===== src/rtl/booth_pkg.sv =====
// Shared types and constants for the booth multiplier host sequencer.
package booth_pkg;

    // Operand and product widths of the booth core.
    localparam int OPND_W = 8;

    // Protocol shape: the host sends M then Q, the core returns hi then lo.
    localparam int OPND_BEATS = 2;
    localparam int RES_BEATS  = 2;

    localparam int PROD_W = OPND_W * RES_BEATS;

    // Host sequencer states, in protocol order.
    typedef enum logic [2:0] {
        ST_IDLE   = 3'd0,
        ST_SEND_M = 3'd1,
        ST_SEND_Q = 3'd2,
        ST_WAIT   = 3'd3,
        ST_CAP_LO = 3'd4,
        ST_DONE   = 3'd5
    } booth_host_state_t;

    // Reassemble the product from its two result beats, high byte first.
    function automatic logic [PROD_W-1:0] join_bytes(input logic [OPND_W-1:0] hi,
                                                     input logic [OPND_W-1:0] lo);
        return {hi, lo};
    endfunction

endpackage


===== src/rtl/booth_host_if.sv =====
// Signal bundle between the booth host, the issuing datapath and the booth core.
interface booth_host_if;
    import booth_pkg::*;

    // Operand handshake from the issuing datapath.
    logic              op_valid;
    logic              op_ready;
    logic [OPND_W-1:0] op_a;
    logic [OPND_W-1:0] op_b;

    // Result handshake towards downstream.
    logic              res_valid;
    logic              res_ready;
    logic [PROD_W-1:0] res_data;
    logic              res_err;

    // Booth core protocol.
    logic              bgn;
    logic [OPND_W-1:0] ibus;
    logic [OPND_W-1:0] obus;
    logic              stop;

    // The host drives handshake replies and the core's bgn/ibus.
    modport slave (
        input  op_valid, op_a, op_b, res_ready, obus, stop,
        output op_ready, res_valid, res_data, res_err, bgn, ibus
    );

    // The datapath/core side: the mirror image of the host.
    modport master (
        output op_valid, op_a, op_b, res_ready, obus, stop,
        input  op_ready, res_valid, res_data, res_err, bgn, ibus
    );

endinterface


===== src/rtl/booth_host_timer.sv =====
// Clearable up-counter with terminal-count flag, bounding the wait for the core.
module booth_host_timer #(
    parameter int TIMEOUT = 64
) (
    input  logic clk,
    input  logic rst_b,
    input  logic clr,
    input  logic en,
    output logic tc
);

    localparam int W = $clog2(TIMEOUT);

    logic [W-1:0] count;

    // Clear wins over enable; the sequencer leaves WAIT at terminal count, so no wrap.
    always_ff @(posedge clk or negedge rst_b) begin
        if (!rst_b) begin
            count <= '0;
        end else if (clr) begin
            count <= '0;
        end else if (en) begin
            count <= count + 1'b1;
        end
    end

    assign tc = (count == W'(TIMEOUT - 1));

endmodule


===== src/rtl/booth_host.sv =====
// Host-side sequencer for the booth multiplier core: issues M/Q, collects the
// two-byte product while stop is high and hands a 16-bit result downstream.
module booth_host
    import booth_pkg::*;
#(
    parameter int TIMEOUT = 64
) (
    input  logic        clk,
    input  logic        rst_b,
    booth_host_if.slave hif
);

    // Keep the wait window long enough to cover the protocol beats and within
    // the range the timer is sized for.
    localparam int TIMEOUT_MIN = OPND_BEATS + RES_BEATS;
    localparam int TIMEOUT_EFF = (TIMEOUT < TIMEOUT_MIN) ? TIMEOUT_MIN :
                                 (TIMEOUT > 255)         ? 255 : TIMEOUT;

    booth_host_state_t state;

    logic              op_ready_q;
    logic              bgn_q;
    logic [OPND_W-1:0] ibus_q;
    logic              res_valid_q;
    logic [PROD_W-1:0] res_data_q;
    logic              res_err_q;

    // Q is held until its beat; M goes straight into the ibus register.
    logic [OPND_W-1:0] q_lat;
    // High result byte, held until the low byte arrives.
    logic [OPND_W-1:0] p_hi;

    logic tmr_clr;
    logic tmr_en;
    logic tmr_tc;

    // The timer restarts as Q is sent and counts only while waiting for stop.
    assign tmr_clr = (state == ST_SEND_Q);
    assign tmr_en  = (state == ST_WAIT);

    booth_host_timer #(
        .TIMEOUT (TIMEOUT_EFF)
    ) u_timer (
        .clk   (clk),
        .rst_b (rst_b),
        .clr   (tmr_clr),
        .en    (tmr_en),
        .tc    (tmr_tc)
    );

    // Protocol sequencer; every output is a register updated on the transition.
    always_ff @(posedge clk or negedge rst_b) begin
        if (!rst_b) begin
            state       <= ST_IDLE;
            op_ready_q  <= 1'b0;
            bgn_q       <= 1'b0;
            ibus_q      <= '0;
            res_valid_q <= 1'b0;
            res_data_q  <= '0;
            res_err_q   <= 1'b0;
            q_lat       <= '0;
            p_hi        <= '0;
        end else begin
            // NOTE: non-blocking assignments so every branch reads the pre-edge
            // state and outputs; blocking here would chain updates within one edge.
            case (state)
                ST_IDLE: begin
                    op_ready_q <= 1'b1;
                    // op_ready_q is still low on the first edge out of reset, so no
                    // accept can happen before op_ready is visible.
                    if (hif.op_valid && op_ready_q) begin
                        op_ready_q <= 1'b0;
                        bgn_q      <= 1'b1;
                        ibus_q     <= hif.op_a;
                        q_lat      <= hif.op_b;
                        state      <= ST_SEND_M;
                    end
                end

                ST_SEND_M: begin
                    bgn_q  <= 1'b0;
                    ibus_q <= q_lat;
                    state  <= ST_SEND_Q;
                end

                ST_SEND_Q: begin
                    ibus_q <= '0;
                    state  <= ST_WAIT;
                end

                ST_WAIT: begin
                    if (hif.stop) begin
                        p_hi  <= hif.obus;
                        state <= ST_CAP_LO;
                    end else if (tmr_tc) begin
                        res_valid_q <= 1'b1;
                        res_err_q   <= 1'b1;
                        res_data_q  <= '0;
                        state       <= ST_DONE;
                    end
                end

                ST_CAP_LO: begin
                    res_valid_q <= 1'b1;
                    if (hif.stop) begin
                        res_data_q <= join_bytes(p_hi, hif.obus);
                        res_err_q  <= 1'b0;
                    end else begin
                        // stop dropped after one beat: the low byte never came.
                        res_data_q <= '0;
                        res_err_q  <= 1'b1;
                    end
                    state <= ST_DONE;
                end

                ST_DONE: begin
                    if (hif.res_ready) begin
                        res_valid_q <= 1'b0;
                        res_err_q   <= 1'b0;
                        op_ready_q  <= 1'b1;
                        state       <= ST_IDLE;
                    end
                end

                default: begin
                    state <= ST_IDLE;
                end
            endcase
        end
    end

    assign hif.op_ready  = op_ready_q;
    assign hif.bgn       = bgn_q;
    assign hif.ibus      = ibus_q;
    assign hif.res_valid = res_valid_q;
    assign hif.res_data  = res_data_q;
    assign hif.res_err   = res_err_q;

endmodule


===== src/flat_wrapper.sv =====
// flat-port wrapper written by rule: the top's interface ports become plain ports
module booth_host_flat import booth_pkg::*;
#(
    parameter int TIMEOUT = 64
)
  (clk, rst_b, hif_op_valid, hif_op_a, hif_op_b, hif_res_ready, hif_obus, hif_stop, hif_op_ready, hif_res_valid, hif_res_data, hif_res_err, hif_bgn, hif_ibus);
  booth_host_if hif_i ();
  input  logic clk;
  input  logic rst_b;
  input wire logic [$bits(hif_i.op_valid)-1:0] hif_op_valid;
  input wire logic [$bits(hif_i.op_a)-1:0] hif_op_a;
  input wire logic [$bits(hif_i.op_b)-1:0] hif_op_b;
  input wire logic [$bits(hif_i.res_ready)-1:0] hif_res_ready;
  input wire logic [$bits(hif_i.obus)-1:0] hif_obus;
  input wire logic [$bits(hif_i.stop)-1:0] hif_stop;
  output wire logic [$bits(hif_i.op_ready)-1:0] hif_op_ready;
  output wire logic [$bits(hif_i.res_valid)-1:0] hif_res_valid;
  output wire logic [$bits(hif_i.res_data)-1:0] hif_res_data;
  output wire logic [$bits(hif_i.res_err)-1:0] hif_res_err;
  output wire logic [$bits(hif_i.bgn)-1:0] hif_bgn;
  output wire logic [$bits(hif_i.ibus)-1:0] hif_ibus;
  assign hif_i.op_valid = hif_op_valid;
  assign hif_i.op_a = hif_op_a;
  assign hif_i.op_b = hif_op_b;
  assign hif_i.res_ready = hif_res_ready;
  assign hif_i.obus = hif_obus;
  assign hif_i.stop = hif_stop;
  assign hif_op_ready = hif_i.op_ready;
  assign hif_res_valid = hif_i.res_valid;
  assign hif_res_data = hif_i.res_data;
  assign hif_res_err = hif_i.res_err;
  assign hif_bgn = hif_i.bgn;
  assign hif_ibus = hif_i.ibus;
  booth_host #(.TIMEOUT(TIMEOUT)) u_core (.clk(clk), .rst_b(rst_b), .hif(hif_i));
endmodule

===== config.mk =====
export PLATFORM = sky130hd
export DESIGN_NAME = booth_host_flat
export DESIGN_NICKNAME = d
export VERILOG_FILES = /design/src/rtl/booth_pkg.sv /design/src/rtl/booth_host_if.sv /design/src/rtl/booth_host_timer.sv /design/src/rtl/booth_host.sv /design/src/flat_wrapper.sv
export SDC_FILE = /design/constraint.sdc
export NUM_CORES = 1
export LEC_CHECK = 0
export ABC_AREA = 1
export ABC_CLOCK_PERIOD_IN_PS = 1800
export CAP_MARGIN = 15
export CELL_PAD_IN_SITES_DETAIL_PLACEMENT = 2
export CELL_PAD_IN_SITES_GLOBAL_PLACEMENT = 2
export CORE_MARGIN = 3
export CORE_UTILIZATION = 28
export CTS_CLUSTER_DIAMETER = 100
export CTS_CLUSTER_SIZE = 30
export DETAILED_ROUTE_END_ITERATION = 16
export HOLD_SLACK_MARGIN = 0.06
export PLACE_DENSITY_LB_ADDON = 0.1
export SYNTH_ARGS = -nofsm -noshare
export SYNTH_HDL_FRONTEND = slang
export SYNTH_SLANG_ARGS = --single-unit

===== constraint.sdc =====
create_clock -name clk -period 1.8 [get_ports clk]
set_input_delay 0.18 -clock clk [delete_from_list [all_inputs] [get_ports clk]]
set_output_delay 0.18 -clock clk [all_outputs]
set_load 0.02 [all_outputs]

==> results of run 1 <==
[final timing paths]
kind | start | endpoint | slack (ps) | depth (start not counted)
setup / recovery | u_core.state[0] | u_core.hif.res_data[6] | 230 | 5
hold / removal | rst_b | u_core.hif.res_data[13] | 400 | 3
setup reg to reg | u_core.state[0] | u_core.hif.res_data[6] | 230 | 5
hold reg to reg | u_core.hif.res_data[0] | u_core.hif.res_data[0] | 480 | 2
max in group asynchronous | rst_b | u_core.hif.res_data[0] | 1150 | 3
min in group clk | hif_op_b[0] | u_core.q_lat[0] | 400 | 3
[critical path: stages, from the launching register on]
cell and delay (ps):
dfrtp_1 510, nor2_1 220, nand2_1 190, nor2_2 400
nand2_1 110, nand2_1 90
[routing by layer]
| metal | global-route usage, % | part of all wire, % | up-vias |
|---|---|---|---|
| met2 | 24.1 | 46 | 31 |
| li1 | - | - | 1038 |
| met4 | 4.10 | 0.96 | 0 |
| met1 | 19.9 | 50 | 1003 |
| met5 | 0 | 0 | - |
| met3 | 2.55 | 3.1 | 5 |
[report_power, final]
part / internal, uW / switching, uW / total, uW / leakage [uW]
sequential: 1710 / 363 / 2070 / 0.000679
clock: 271 / 400 / 671 / 0.0000450
combinational: 1010 / 1460 / 2470 / 0.000923
total: 2990 / 2230 / 5210 / 0.00165
[cells in the mapped netlist (all sizes together)]
| library cell | instances | area, um2 |
|---|---|---|
| nand2 | 157 | 599 |
| dfrtp | 53 | 1330 |
| nand3 | 28 | 153 |
| inv | 19 | 71.3 |
| nor2 | 17 | 103 |
| o21ai | 9 | 45.0 |
| buf | 6 | 43.8 |
| nand4 | 2 | 12.5 |
| a21oi | 1 | 5.00 |
| a22o | 1 | 8.76 |
| ha | 1 | 12.5 |
| o21bai | 1 | 7.51 |
| xnor2 | 1 | 8.76 |
[registers in the layout, summed over array words and instances (netlist names)]
register,cells
u_core.hif.op_ready,1
u_core.p_hi,8
u_core.state,3
u_core.q_lat,8
u_core.hif.ibus,8
u_core.u_timer.count,6
u_core.hif.bgn,1
u_core.hif.res_err,1
u_core.hif.res_data,16
u_core.hif.res_valid,1
[layout make-up]
class                      instances  area (um2)
clock buffer                       6        72.6
clock inverter                     2        10.0
fill                             971        5080
inverter                          19        71.3
multi-input combinational        218         955
sequential                        53        1330
tap                              105         131
timing repair buffer              62         616
[cell families after synthesis]
family                   count (synthesis)  share of synthesized area (%)
AO/OA/AOI/OAI                           12                           2.77
XOR/XNOR                                 1                          0.366
adder cells (fa/ha/maj)                  1                          0.522
buffers and inverters                   25                           4.80
flip-flops                              53                           55.4
AND/OR/NAND/NOR                        204                           36.2
[stage by stage]
step / util, % / power (uW) / setup slack (ps) / instances
after floorplan: - / 3520 / 425 / 296
final: 38.5 / 5210 / 231 / 465
after CTS: 38.5 / 5330 / 194 / 465
after detailed placement: 37.4 / 4630 / 162 / 456
after global placement: 37.4 / 4540 / 236 / 456
after global routing: 38.5 / 5710 / 16.5 / 465
==> flow_summary.json, run 1 <==
{
  "ioPinCount": 57,
  "ys_warn_count": 0,
  "arrival_ps": 1830,
  "die_w_um": 98.5,
  "fin_hold_ws_ps": 404,
  "coreArea_mm2": 0.00826,
  "vias": 2077,
  "avgSynthCellArea_um2": 8.09,
  "first_pass_iters": 4,
  "path_class": "flip-flop to flip-flop",
  "htree_levels": 2,
  "final_common_cell": "nand2_1",
  "end_kind": "flip-flop",
  "cts_root_buf": "clkbuf_8",
  "drv_cap": 0,
  "clock_path_buffers": 2,
  "synth_nets": 326,
  "hold_class": "primary input to asynchronous set/reset pin",
  "viasPerCell": 4.47,
  "placed_cell_area_mm2": 0.00309,
  "p_per_area_mw_per_mm2": 1640,
  "status": "completed",
  "syn_inst": 296,
  "rsz0062_at_grt": "false",
  "grt-ovfl-total": 0,
  "clock_latency_ps": 310,
  "cts-buffers-inserted": 5,
  "p_leak_uw": 0.00165,
  "clk_pin_slew_worst_paths_ps": 100,
  "drive_gt1_share_pct": 6.94,
  "yosysUniqueCellTypes": 23,
  "fmax_mhz": 637,
  "setup_viol_count_final": 0,
  "grt_pass1_wl_mm": 11.4,
  "drt_iter0_markers": 44,
  "grt_pass1_vias": 2273,
  "nNetsFinal": 389,
  "routedWlPerCell_um": 14.3,
  "area_delta_synth_final_pct": 32.8,
  "die_h_um": 98.5,
  "relSlewSlack_pct": 70.6,
  "hold_viol": 0,
  "layout_common_cells": "nand2_1 (155), clkdlybuf4s50_1 (55), dfrtp_1 (53)",
  "ant_nets": 0,
  "worstSetupStartpointType": "flip-flop",
  "final_area_mm2": 0.00318,
  "crit_required_ps": 2060,
  "tightest_slew_ps": 441,
  "clock_sinks": 53,
  "ir_drop_uv": 437,
  "fin_skew_ps": 8.73,
  "dp.final_hpwl_mm": 4.99,
  "dieArea_mm2": 0.00970,
  "gr-usage-all-layers_pct": 14.6,
  "syn_area_mm2": 0.00240,
  "place_congestion": 0.778,
  "grt_start_max_net_pins": 54,
  "fin_tns_setup_ps": 0,
  "min_period_ps": 1570,
  "synth_seq_area_share_pct": 55.4,
  "slew_violations": 0,
  "cts_setup_buffers": 0,
  "num_rows": 33,
  "ys_seq_elements": 53,
  "totalWireLength_mm": 6.66,
  "cts_hold_buf": 1,
  "start_util_pct": 29.0,
  "cts_tree": "built",
  "drc_errors": 0,
  "ctsResizeCount": 0,
  "antenna_found_initial": 0,
  "port_buffers": 56,
  "min_period_over_period_pct": 87.2,
  "crit_fanout": 9,
  "antennaDiodeCount": 0
}
Note: power is estimated with default switching activity, not from simulation.
==> run 2, diff against run 1 <==
Settings changed: HOLD_SLACK_MARGIN 0.06 to 0.02.
==> results of run 2 <==
The final DEF is identical to that of run 1; final timing and power are the same.
==> run 3, diff against run 2 <==
Settings changed: SLEW_MARGIN set to 30.
==> results of run 3 <==
The final DEF is identical to that of run 1; final timing and power are the same.
